[config.mk]
export PLATFORM = sky130hd
export DESIGN_NAME = hazard_unit
export DESIGN_NICKNAME = d
export VERILOG_FILES = /design/src/rtl/hazard_unit.sv
export SDC_FILE = /design/constraint.sdc
export NUM_CORES = 1
export LEC_CHECK = 0
export ABC_AREA = 1
export BUFFER_PORTS_ARGS = -buffer_cell sky130_fd_sc_hd__buf_2
export CORE_MARGIN = 10
export CORE_UTILIZATION = 45
export CTS_BUF_LIST = sky130_fd_sc_hd__clkbuf_4 sky130_fd_sc_hd__clkbuf_8
export CTS_CLUSTER_DIAMETER = 60
export DETAILED_ROUTE_END_ITERATION = 10
export PLACE_DENSITY = 0.7
export SETUP_SLACK_MARGIN = 0.02
export SLEW_MARGIN = 5
export SYNTH_ARGS = -nofsm -noshare
export SYNTH_HDL_FRONTEND = slang
export SYNTH_SLANG_ARGS = --single-unit
[constraint.sdc]
create_clock -name clk -period 2.4 [get_ports clk]
set_input_delay 0.48 -clock clk [delete_from_list [all_inputs] [get_ports clk]]
set_output_delay 0.48 -clock clk [all_outputs]
set_load 0.005 [all_outputs]
[src/rtl/hazard_unit.sv]
// -----------------------------------------------------------------------------
// hazard_unit
//   Stall / flush / bypass-select generator for the 5-stage F->D->E->M->W
//   pipeline. Decodes the instruction in D and keeps its own E/M/W shadow of
//   destination register (A3) and Tnew, from which it derives the F/D stall,
//   the D/E bubble and the bypass selects for the D, E and M stages.
//
// Ports
//   clk        in   rising-edge clock
//   reset      in   asynchronous, active-low reset (0 = reset asserted)
//   IR_D       in   [31:0] instruction currently in D
//   Stall_F    out  1 = hold PC
//   Stall_D    out  1 = hold F/D register
//   DE_clr     out  1 = load bubble into D/E
//   FwdRS_D    out  [1:0] D rs bypass: 00 GRF, 01 E (jal PC+8), 10 M, 11 W
//   FwdRT_D    out  [1:0] D rt bypass: same encoding as FwdRS_D
//   FwdA_E     out  [1:0] ALU A bypass: 00 register, 10 M, 11 W
//   FwdB_E     out  [1:0] ALU B / store data bypass: 00 register, 10 M, 11 W
//   FwdWD_M    out  1 = DM write data taken from W result
//   stall_cnt  out  [CNT_W-1:0] saturating stall-cycle count
//
// Build option
//   HAZARD_STAT_EN : when defined, adds the stall_cnt port and its counter.
// -----------------------------------------------------------------------------
module hazard_unit #(
    parameter int CNT_W = 16
) (
    input  logic        clk,
    input  logic        reset,
    input  logic [31:0] IR_D,
    output logic        Stall_F,
    output logic        Stall_D,
    output logic        DE_clr,
    output logic [1:0]  FwdRS_D,
    output logic [1:0]  FwdRT_D,
    output logic [1:0]  FwdA_E,
    output logic [1:0]  FwdB_E,
    output logic        FwdWD_M
`ifdef HAZARD_STAT_EN
    ,
    output logic [CNT_W-1:0] stall_cnt
`endif
);

    localparam logic [5:0] OP_SPECIAL = 6'h00;
    localparam logic [5:0] OP_J       = 6'h02;
    localparam logic [5:0] OP_JAL     = 6'h03;
    localparam logic [5:0] OP_BEQ     = 6'h04;
    localparam logic [5:0] OP_ORI     = 6'h0D;
    localparam logic [5:0] OP_LUI     = 6'h0F;
    localparam logic [5:0] OP_LW      = 6'h23;
    localparam logic [5:0] OP_SW      = 6'h2B;
    localparam logic [5:0] FN_JR      = 6'h08;
    localparam logic [5:0] FN_ADDU    = 6'h21;
    localparam logic [5:0] FN_SUBU    = 6'h23;

    // Instruction fields; shamt is never needed by any decoded instruction.
    logic [5:0] op_s;
    logic [5:0] funct_s;
    logic [4:0] rs_s;
    logic [4:0] rt_s;
    logic [4:0] rd_s;
    logic       unused_shamt_s;

    assign op_s           = IR_D[31:26];
    assign rs_s           = IR_D[25:21];
    assign rt_s           = IR_D[20:16];
    assign rd_s           = IR_D[15:11];
    assign funct_s        = IR_D[5:0];
    assign unused_shamt_s = ^IR_D[10:6];

    // D-stage decode results
    logic       rs_use_s;
    logic       rt_use_s;
    logic [1:0] tuse_rs_s;
    logic [1:0] tuse_rt_s;
    logic [1:0] tnew_s;
    logic [4:0] a3_s;

    // Shadow pipeline registers
    logic [4:0] a3_e_q,   a3_e_d;
    logic [1:0] tnew_e_q, tnew_e_d;
    logic [4:0] rs_e_q,   rs_e_d;
    logic [4:0] rt_e_q,   rt_e_d;
    logic [4:0] a3_m_q,   a3_m_d;
    logic [1:0] tnew_m_q, tnew_m_d;
    logic [4:0] rt_m_q,   rt_m_d;
    logic [4:0] a3_w_q,   a3_w_d;

    logic stall_s;

    // True when a producer in E or M cannot deliver src in time for its use.
    function automatic logic src_hazard(input logic used, input logic [4:0] src,
                                        input logic [1:0] tuse,
                                        input logic [4:0] a3_e, input logic [1:0] tnew_e,
                                        input logic [4:0] a3_m, input logic [1:0] tnew_m);
        logic hit;
        if (used && (src != 5'd0)) begin
            hit = ((a3_e == src) && (tnew_e > tuse)) ||
                  ((a3_m == src) && (tnew_m > tuse));
        end else begin
            hit = 1'b0;
        end
        return hit;
    endfunction

    // D-stage bypass: the nearest stage whose result is already available wins.
    function automatic logic [1:0] fwd_d(input logic used, input logic [4:0] src,
                                         input logic [4:0] a3_e, input logic [1:0] tnew_e,
                                         input logic [4:0] a3_m, input logic [1:0] tnew_m,
                                         input logic [4:0] a3_w);
        logic [1:0] sel;
        if (!used || (src == 5'd0)) begin
            sel = 2'b00;
        end else if ((a3_e == src) && (tnew_e == 2'd0)) begin
            sel = 2'b01;
        end else if ((a3_m == src) && (tnew_m == 2'd0)) begin
            sel = 2'b10;
        end else if (a3_w == src) begin
            sel = 2'b11;
        end else begin
            sel = 2'b00;
        end
        return sel;
    endfunction

    // E-stage bypass from M or W.
    function automatic logic [1:0] fwd_e(input logic [4:0] src,
                                         input logic [4:0] a3_m, input logic [1:0] tnew_m,
                                         input logic [4:0] a3_w);
        logic [1:0] sel;
        if (src == 5'd0) begin
            sel = 2'b00;
        end else if ((a3_m == src) && (tnew_m == 2'd0)) begin
            sel = 2'b10;
        end else if (a3_w == src) begin
            sel = 2'b11;
        end else begin
            sel = 2'b00;
        end
        return sel;
    endfunction

    // Decode source usage, Tuse, Tnew and destination of the D instruction.
    always_comb begin
        rs_use_s  = 1'b0;
        rt_use_s  = 1'b0;
        tuse_rs_s = 2'd0;
        tuse_rt_s = 2'd0;
        tnew_s    = 2'd0;
        a3_s      = 5'd0;
        case (op_s)
            OP_SPECIAL: begin
                case (funct_s)
                    FN_ADDU, FN_SUBU: begin
                        rs_use_s  = 1'b1;
                        rt_use_s  = 1'b1;
                        tuse_rs_s = 2'd1;
                        tuse_rt_s = 2'd1;
                        tnew_s    = 2'd1;
                        a3_s      = rd_s;
                    end
                    FN_JR: begin
                        rs_use_s  = 1'b1;
                        tuse_rs_s = 2'd0;
                    end
                    default: begin
                        rs_use_s = 1'b0;
                    end
                endcase
            end
            OP_ORI: begin
                rs_use_s  = 1'b1;
                tuse_rs_s = 2'd1;
                tnew_s    = 2'd1;
                a3_s      = rt_s;
            end
            OP_LUI: begin
                tnew_s = 2'd1;
                a3_s   = rt_s;
            end
            OP_LW: begin
                rs_use_s  = 1'b1;
                tuse_rs_s = 2'd1;
                tnew_s    = 2'd2;
                a3_s      = rt_s;
            end
            OP_SW: begin
                rs_use_s  = 1'b1;
                rt_use_s  = 1'b1;
                tuse_rs_s = 2'd1;
                tuse_rt_s = 2'd2;
            end
            OP_BEQ: begin
                rs_use_s  = 1'b1;
                rt_use_s  = 1'b1;
                tuse_rs_s = 2'd0;
                tuse_rt_s = 2'd0;
            end
            OP_JAL: begin
                tnew_s = 2'd0;
                a3_s   = 5'd31;
            end
            OP_J: begin
                // Jump touches no register, same as a nop here.
                a3_s = 5'd0;
            end
            default: begin
                a3_s = 5'd0;
            end
        endcase
    end

    // Stall when either source would be needed before its producer has it.
    always_comb begin
        stall_s = src_hazard(rs_use_s, rs_s, tuse_rs_s, a3_e_q, tnew_e_q, a3_m_q, tnew_m_q) ||
                  src_hazard(rt_use_s, rt_s, tuse_rt_s, a3_e_q, tnew_e_q, a3_m_q, tnew_m_q);
    end

    // Next state of the shadow pipeline; a stall injects an all-zero bubble into E.
    always_comb begin
        if (stall_s) begin
            a3_e_d   = 5'd0;
            tnew_e_d = 2'd0;
            rs_e_d   = 5'd0;
            rt_e_d   = 5'd0;
        end else begin
            a3_e_d   = a3_s;
            tnew_e_d = tnew_s;
            rs_e_d   = rs_use_s ? rs_s : 5'd0;
            rt_e_d   = rt_use_s ? rt_s : 5'd0;
        end
        a3_m_d = a3_e_q;
        if (tnew_e_q != 2'd0) begin
            tnew_m_d = tnew_e_q - 2'd1;
        end else begin
            tnew_m_d = 2'd0;
        end
        rt_m_d = rt_e_q;
        a3_w_d = a3_m_q;
    end

    // Shadow pipeline registers, cleared asynchronously by reset.
    always_ff @(posedge clk or negedge reset) begin
        if (!reset) begin
            a3_e_q   <= 5'd0;
            tnew_e_q <= 2'd0;
            rs_e_q   <= 5'd0;
            rt_e_q   <= 5'd0;
            a3_m_q   <= 5'd0;
            tnew_m_q <= 2'd0;
            rt_m_q   <= 5'd0;
            a3_w_q   <= 5'd0;
        end else begin
            a3_e_q   <= a3_e_d;
            tnew_e_q <= tnew_e_d;
            rs_e_q   <= rs_e_d;
            rt_e_q   <= rt_e_d;
            a3_m_q   <= a3_m_d;
            tnew_m_q <= tnew_m_d;
            rt_m_q   <= rt_m_d;
            a3_w_q   <= a3_w_d;
        end
    end

    assign Stall_F = stall_s;
    assign Stall_D = stall_s;
    assign DE_clr  = stall_s;
    assign FwdRS_D = fwd_d(rs_use_s, rs_s, a3_e_q, tnew_e_q, a3_m_q, tnew_m_q, a3_w_q);
    assign FwdRT_D = fwd_d(rt_use_s, rt_s, a3_e_q, tnew_e_q, a3_m_q, tnew_m_q, a3_w_q);
    assign FwdA_E  = fwd_e(rs_e_q, a3_m_q, tnew_m_q, a3_w_q);
    assign FwdB_E  = fwd_e(rt_e_q, a3_m_q, tnew_m_q, a3_w_q);
    assign FwdWD_M = (rt_m_q != 5'd0) && (rt_m_q == a3_w_q);

`ifdef HAZARD_STAT_EN
    logic [CNT_W-1:0] stall_cnt_q;
    logic [CNT_W-1:0] stall_cnt_d;

    // Saturating count of stalled cycles.
    always_comb begin
        if (stall_s && (stall_cnt_q != {CNT_W{1'b1}})) begin
            stall_cnt_d = stall_cnt_q + {{(CNT_W-1){1'b0}}, 1'b1};
        end else begin
            stall_cnt_d = stall_cnt_q;
        end
    end

    // Stall counter register.
    always_ff @(posedge clk or negedge reset) begin
        if (!reset) begin
            stall_cnt_q <= {CNT_W{1'b0}};
        end else begin
            stall_cnt_q <= stall_cnt_d;
        end
    end

    assign stall_cnt = stall_cnt_q;
`else
    // Counter width only matters when the statistics option is built in.
    if (CNT_W > 0) begin : g_cnt_w_unused
    end
`endif

endmodule

==> impl_results.rst <==
.. list-table::
   :header-rows: 1

   * - Metric
     - Value
   * - Number of antenna violations at the first check in global routing
     - 0
   * - Kind of path behind the tightest hold check
     - input pin to async pin
   * - Number of clock buffers inserted by TritonCTS
     - 5
   * - P per Cell Area
     - ~400 mW/mm²
   * - Worst-case reg-to-reg path depth
     - 12
   * - Largest fanout on the critical path
     - 5
   * - Switching power of the nets
     - between 300 and 400 µW
   * - Count of H-tree levels built during CTS
     - 2
   * - Count leader, synth
     - nand2_1
   * - Final-layout fill cell count
     - 503
   * - Overall power consumption
     - 1220 µW
   * - Highest clock frequency the design can meet
     - 431 MHz
   * - Floorplan die width
     - 93.0 µm
   * - Synthesized net count
     - 346
   * - Area growth from synthesis to final layout
     - 23.9%
   * - Mean post-synth cell area
     - 7.80 µm²
   * - Area enclosed by the die boundary
     - 0.00866 mm²
   * - Clk slew on worst S/H paths
     - 60 ps
   * - Combinational share of power
     - 0.170
   * - 1st-iter DRT viols
     - 188
   * - Worst Skew
     - between 6 and 7 ps
   * - Area taken by flip-flops and latches
     - roughly 860 µm²
   * - Total count of max-transition violations in the final report
     - 0
   * - Slew at the pin with the worst max-slew slack
     - 758 ps
   * - Final hold violation count
     - 0
   * - Critical path startpoint
     - IR_D[29]
   * - Delay of the slowest cell on the worst path
     - ~210 ps
   * - Flip-flop and latch count after synthesis
     - 34
   * - Reg2reg end
     - rt_e_q[1]
   * - Starting density of the core
     - 0.467
   * - Worst-case vdd ir drop
     - 0.190 mV
   * - Routability congestion estimate from global placement
     - 0.847
   * - Worst skew pair latency
     - 290 ps
   * - Setup crit start kind
     - input pin
   * - Outcome
     - complete, no violations
   * - Cells after Synth
     - 308
   * - Clock buffer depth
     - 2
   * - Share of total power in the clock network
     - 0.338
   * - Global routing usage on met3
     - 0.0400
   * - DRT Wirelength
     - 6230 µm
   * - Cells along the critical path
     - buf_4, nor2_4, nand3_4, nor2_8, ha_4, a21oi_2, nand4_1, o21ai_1, nand2_2, nand2_4, buf_6
   * - Most numerous cell types in the synthesized netlist
     - nand2_1, nor2_1, inv_1
   * - Mapped cell area
     - 0.00240 mm²
   * - First-pass GRT wire length
     - between 10000 and 15000 µm
   * - Commonest register cell after synthesis
     - dfrtp_1
   * - Top cells by area, synth
     - dfrtp_1, nand2_1, nor2_1
   * - Share of Yosys cell area claimed by the top area cell type
     - 0.354
   * - Worst slew margin
     - 0.495
   * - Cell type contributing the most total cell area after synthesis
     - dfrtp_1
   * - Overflow after GRT
     - 0
   * - Most used routing layer in global routing
     - met2
   * - Minimum setup slack in the final design
     - 78.8 ps
   * - Leak
     - 0.00148 µW
   * - Routed wire per std cell
     - 14.5 µm
   * - Share of post-route cells with drive strength above 1
     - 0.295
   * - Std-Cell Rows
     - 26
   * - Met2 demand-to-capacity share in global routing
     - 0.268
   * - Worst path top cell family by delay
     - simple AND/OR/NAND/NOR gates
   * - Max-cap violation count
     - 0
   * - Multi-input gate area in the final layout
     - roughly 0.0015 mm²
   * - Via count of the first global-routing pass
     - 2308
   * - Diodes inserted
     - 0
   * - Pre-CTS setup slack
     - -57.1 ps
   * - ANT nets after route
     - 0
   * - Core box area
     - 0.00514 mm²
   * - Total DRC errors in the routed layout
     - 0
   * - Number of synthesized flops with an enable pin
     - 0
   * - Hold buffer count at CTS
     - 0
   * - Crit path time final
     - 2320 ps
   * - Vias per cell
     - 5.08
   * - Total global-route track usage
     - 0.151
   * - Sequential share of power
     - 0.492
   * - Met1 usage
     - 0.168
   * - Count of synthesis-stage warnings from yosys
     - 0
   * - Internal power
     - 893 µW
   * - Buffer cell driving the clock tree root
     - clkbuf_8
   * - Vertical die dimension
     - 93.0 µm
   * - Number of buffer and inverter stages on the critical path
     - 2
   * - Beginning of the worst register-to-register path
     - a3_m_q[1]
   * - Max stage delay cell, worst path
     - ha_4
   * - WP data required
     - 1920 ps
   * - I/O pin count
     - 46
   * - Post-layout nets
     - 398
   * - Final HPWL from detailed placement
     - between 4000 and 5000 µm
   * - Share of async-settable or async-resettable flops after synthesis
     - 1.00
   * - Number of input and output port buffers inserted
     - 40
   * - Crit path DAT
     - 1840 ps
   * - Sequential fraction of the synthesis area
     - 0.354
   * - Sw Share
     - 0.269
   * - Final number of setup-violating endpoints
     - 0
   * - Pin count of the biggest net entering global routing
     - 35
   * - CTS tree
     - yes
   * - Pre-antenna DRT Iters
     - 4
   * - Worst reg2reg setup slack
     - 440 ps
   * - Vias
     - 2181
   * - Unrepaired setup endpoints after global routing
     - true
   * - Sinks on the clock net
     - 34
   * - Count of distinct cell types in the synthesized netlist
     - 40
   * - Endpoint kind of the worst setup timing path
     - primary output
   * - Crit Path Class
     - input pin to primary output
   * - Post-route fraction of the period consumed by the critical path
     - 0.967
-- through the flow --
stage / hold WS [ps] / util / std cells / setup TNS, ps / instance area [µm²]
2_1_floorplan: 184 / - / 308 / 0 / 2450
3_3_place_gp: 412 / 0.532 / 418 / -56.3 / 2730
3_5_place_dp: 419 / 0.532 / 418 / -164 / 2730
4_1_cts: 286 / 0.565 / 428 / 0 / 2900
5_1_grt: 321 / 0.579 / 429 / -116 / 2970
6_report: 263 / 0.579 / 429 / 0 / 2970
-- repair_timing --
action / 4_1_cts / 5_1_grt
resized for setup: 12 / 19
endpoints found under the setup margin: 3 / 6
setup buffers: 4 / 1
pin swaps: 8 / 15
-- cells in the final DEF (no fill, tap or decap), types with 2 or more instances in the layout --
| cell | n |
|---|---|
| clkbuf_8 | 6 |
| dfrtp_2 | 5 |
| ha_4 | 3 |
| buf_4 | 18 |
| a21oi_1 | 4 |
| inv_1 | 34 |
| nor3_1 | 4 |
| a211oi_1 | 3 |
| nand2_2 | 3 |
| nand4_1 | 5 |
| buf_2 | 31 |
| a221oi_1 | 5 |
| nor4_1 | 2 |
| nor2_4 | 16 |
| a21boi_0 | 2 |
| dfrtp_1 | 29 |
| nand2_1 | 58 |
| o21ai_1 | 2 |
| nand3_4 | 2 |
| nand3_1 | 17 |
| a21oi_2 | 4 |
| o21ai_0 | 5 |
| or2_2 | 3 |
| inv_2 | 4 |
| xnor2_1 | 14 |
| buf_6 | 5 |
| nor3b_1 | 2 |
| nor2_1 | 41 |
| xor2_1 | 17 |
| o22ai_1 | 2 |
-- cell families (layout without fill, tap and decap cells) --
kind of cell / count (synthesis) / after routing / share of synthesized area
xor+xnor: 31 / 31 / 0.113
simple gates: 158 / 158 / 0.331
fa+ha+maj: 4 / 4 / 0.0208
compound gates: 34 / 34 / 0.0948
buf+inv: 47 / 98 / 0.0855
flops: 34 / 34 / 0.354
-- power by group through the flow --
stage	sequential [µW]	combinational, µW	clock (µW)
2_1_floorplan	604	117	0
3_5_place_dp	611	192	0
5_1_grt	602	234	450
3_3_place_gp	610	189	0
4_1_cts	600	200	420
6_report	601	208	413
-- layout make-up --
class	count	share of cell area
Multi-Input combinational cell	227	0.490
Sequential cell	34	0.288
Timing Repair Buffer	54	0.117
Inverter	38	0.0480
Tap cell	70	0.0294
Clock buffer	6	0.0278
-- per-layer routing --
layer  vias up  part of all wire
met4         0             0.024
met3        13             0.059
met5         -                 0
met1      1022              0.41
li1       1082                 -
met2        64              0.51
-- worst max-delay path by stage --
stage	cells past startpoint	to	slack (ps)
after floorplan	12	Stall_D	20
after global placement	12	DE_clr	-20
after detailed placement	12	DE_clr	-60
after CTS	12	DE_clr	20
after global routing	11	Stall_F	-40
final	11	Stall_D	80
-- sequential cells by signal (all words and copies together), names as in the netlist --
signal and cells:
rs_e_q 5, rt_m_q 5, rt_e_q 5, a3_w_q 5, a3_m_q 5, a3_e_q 5, tnew_e_q 2, tnew_m_q 2
Power figures use the tool's default switching activity.
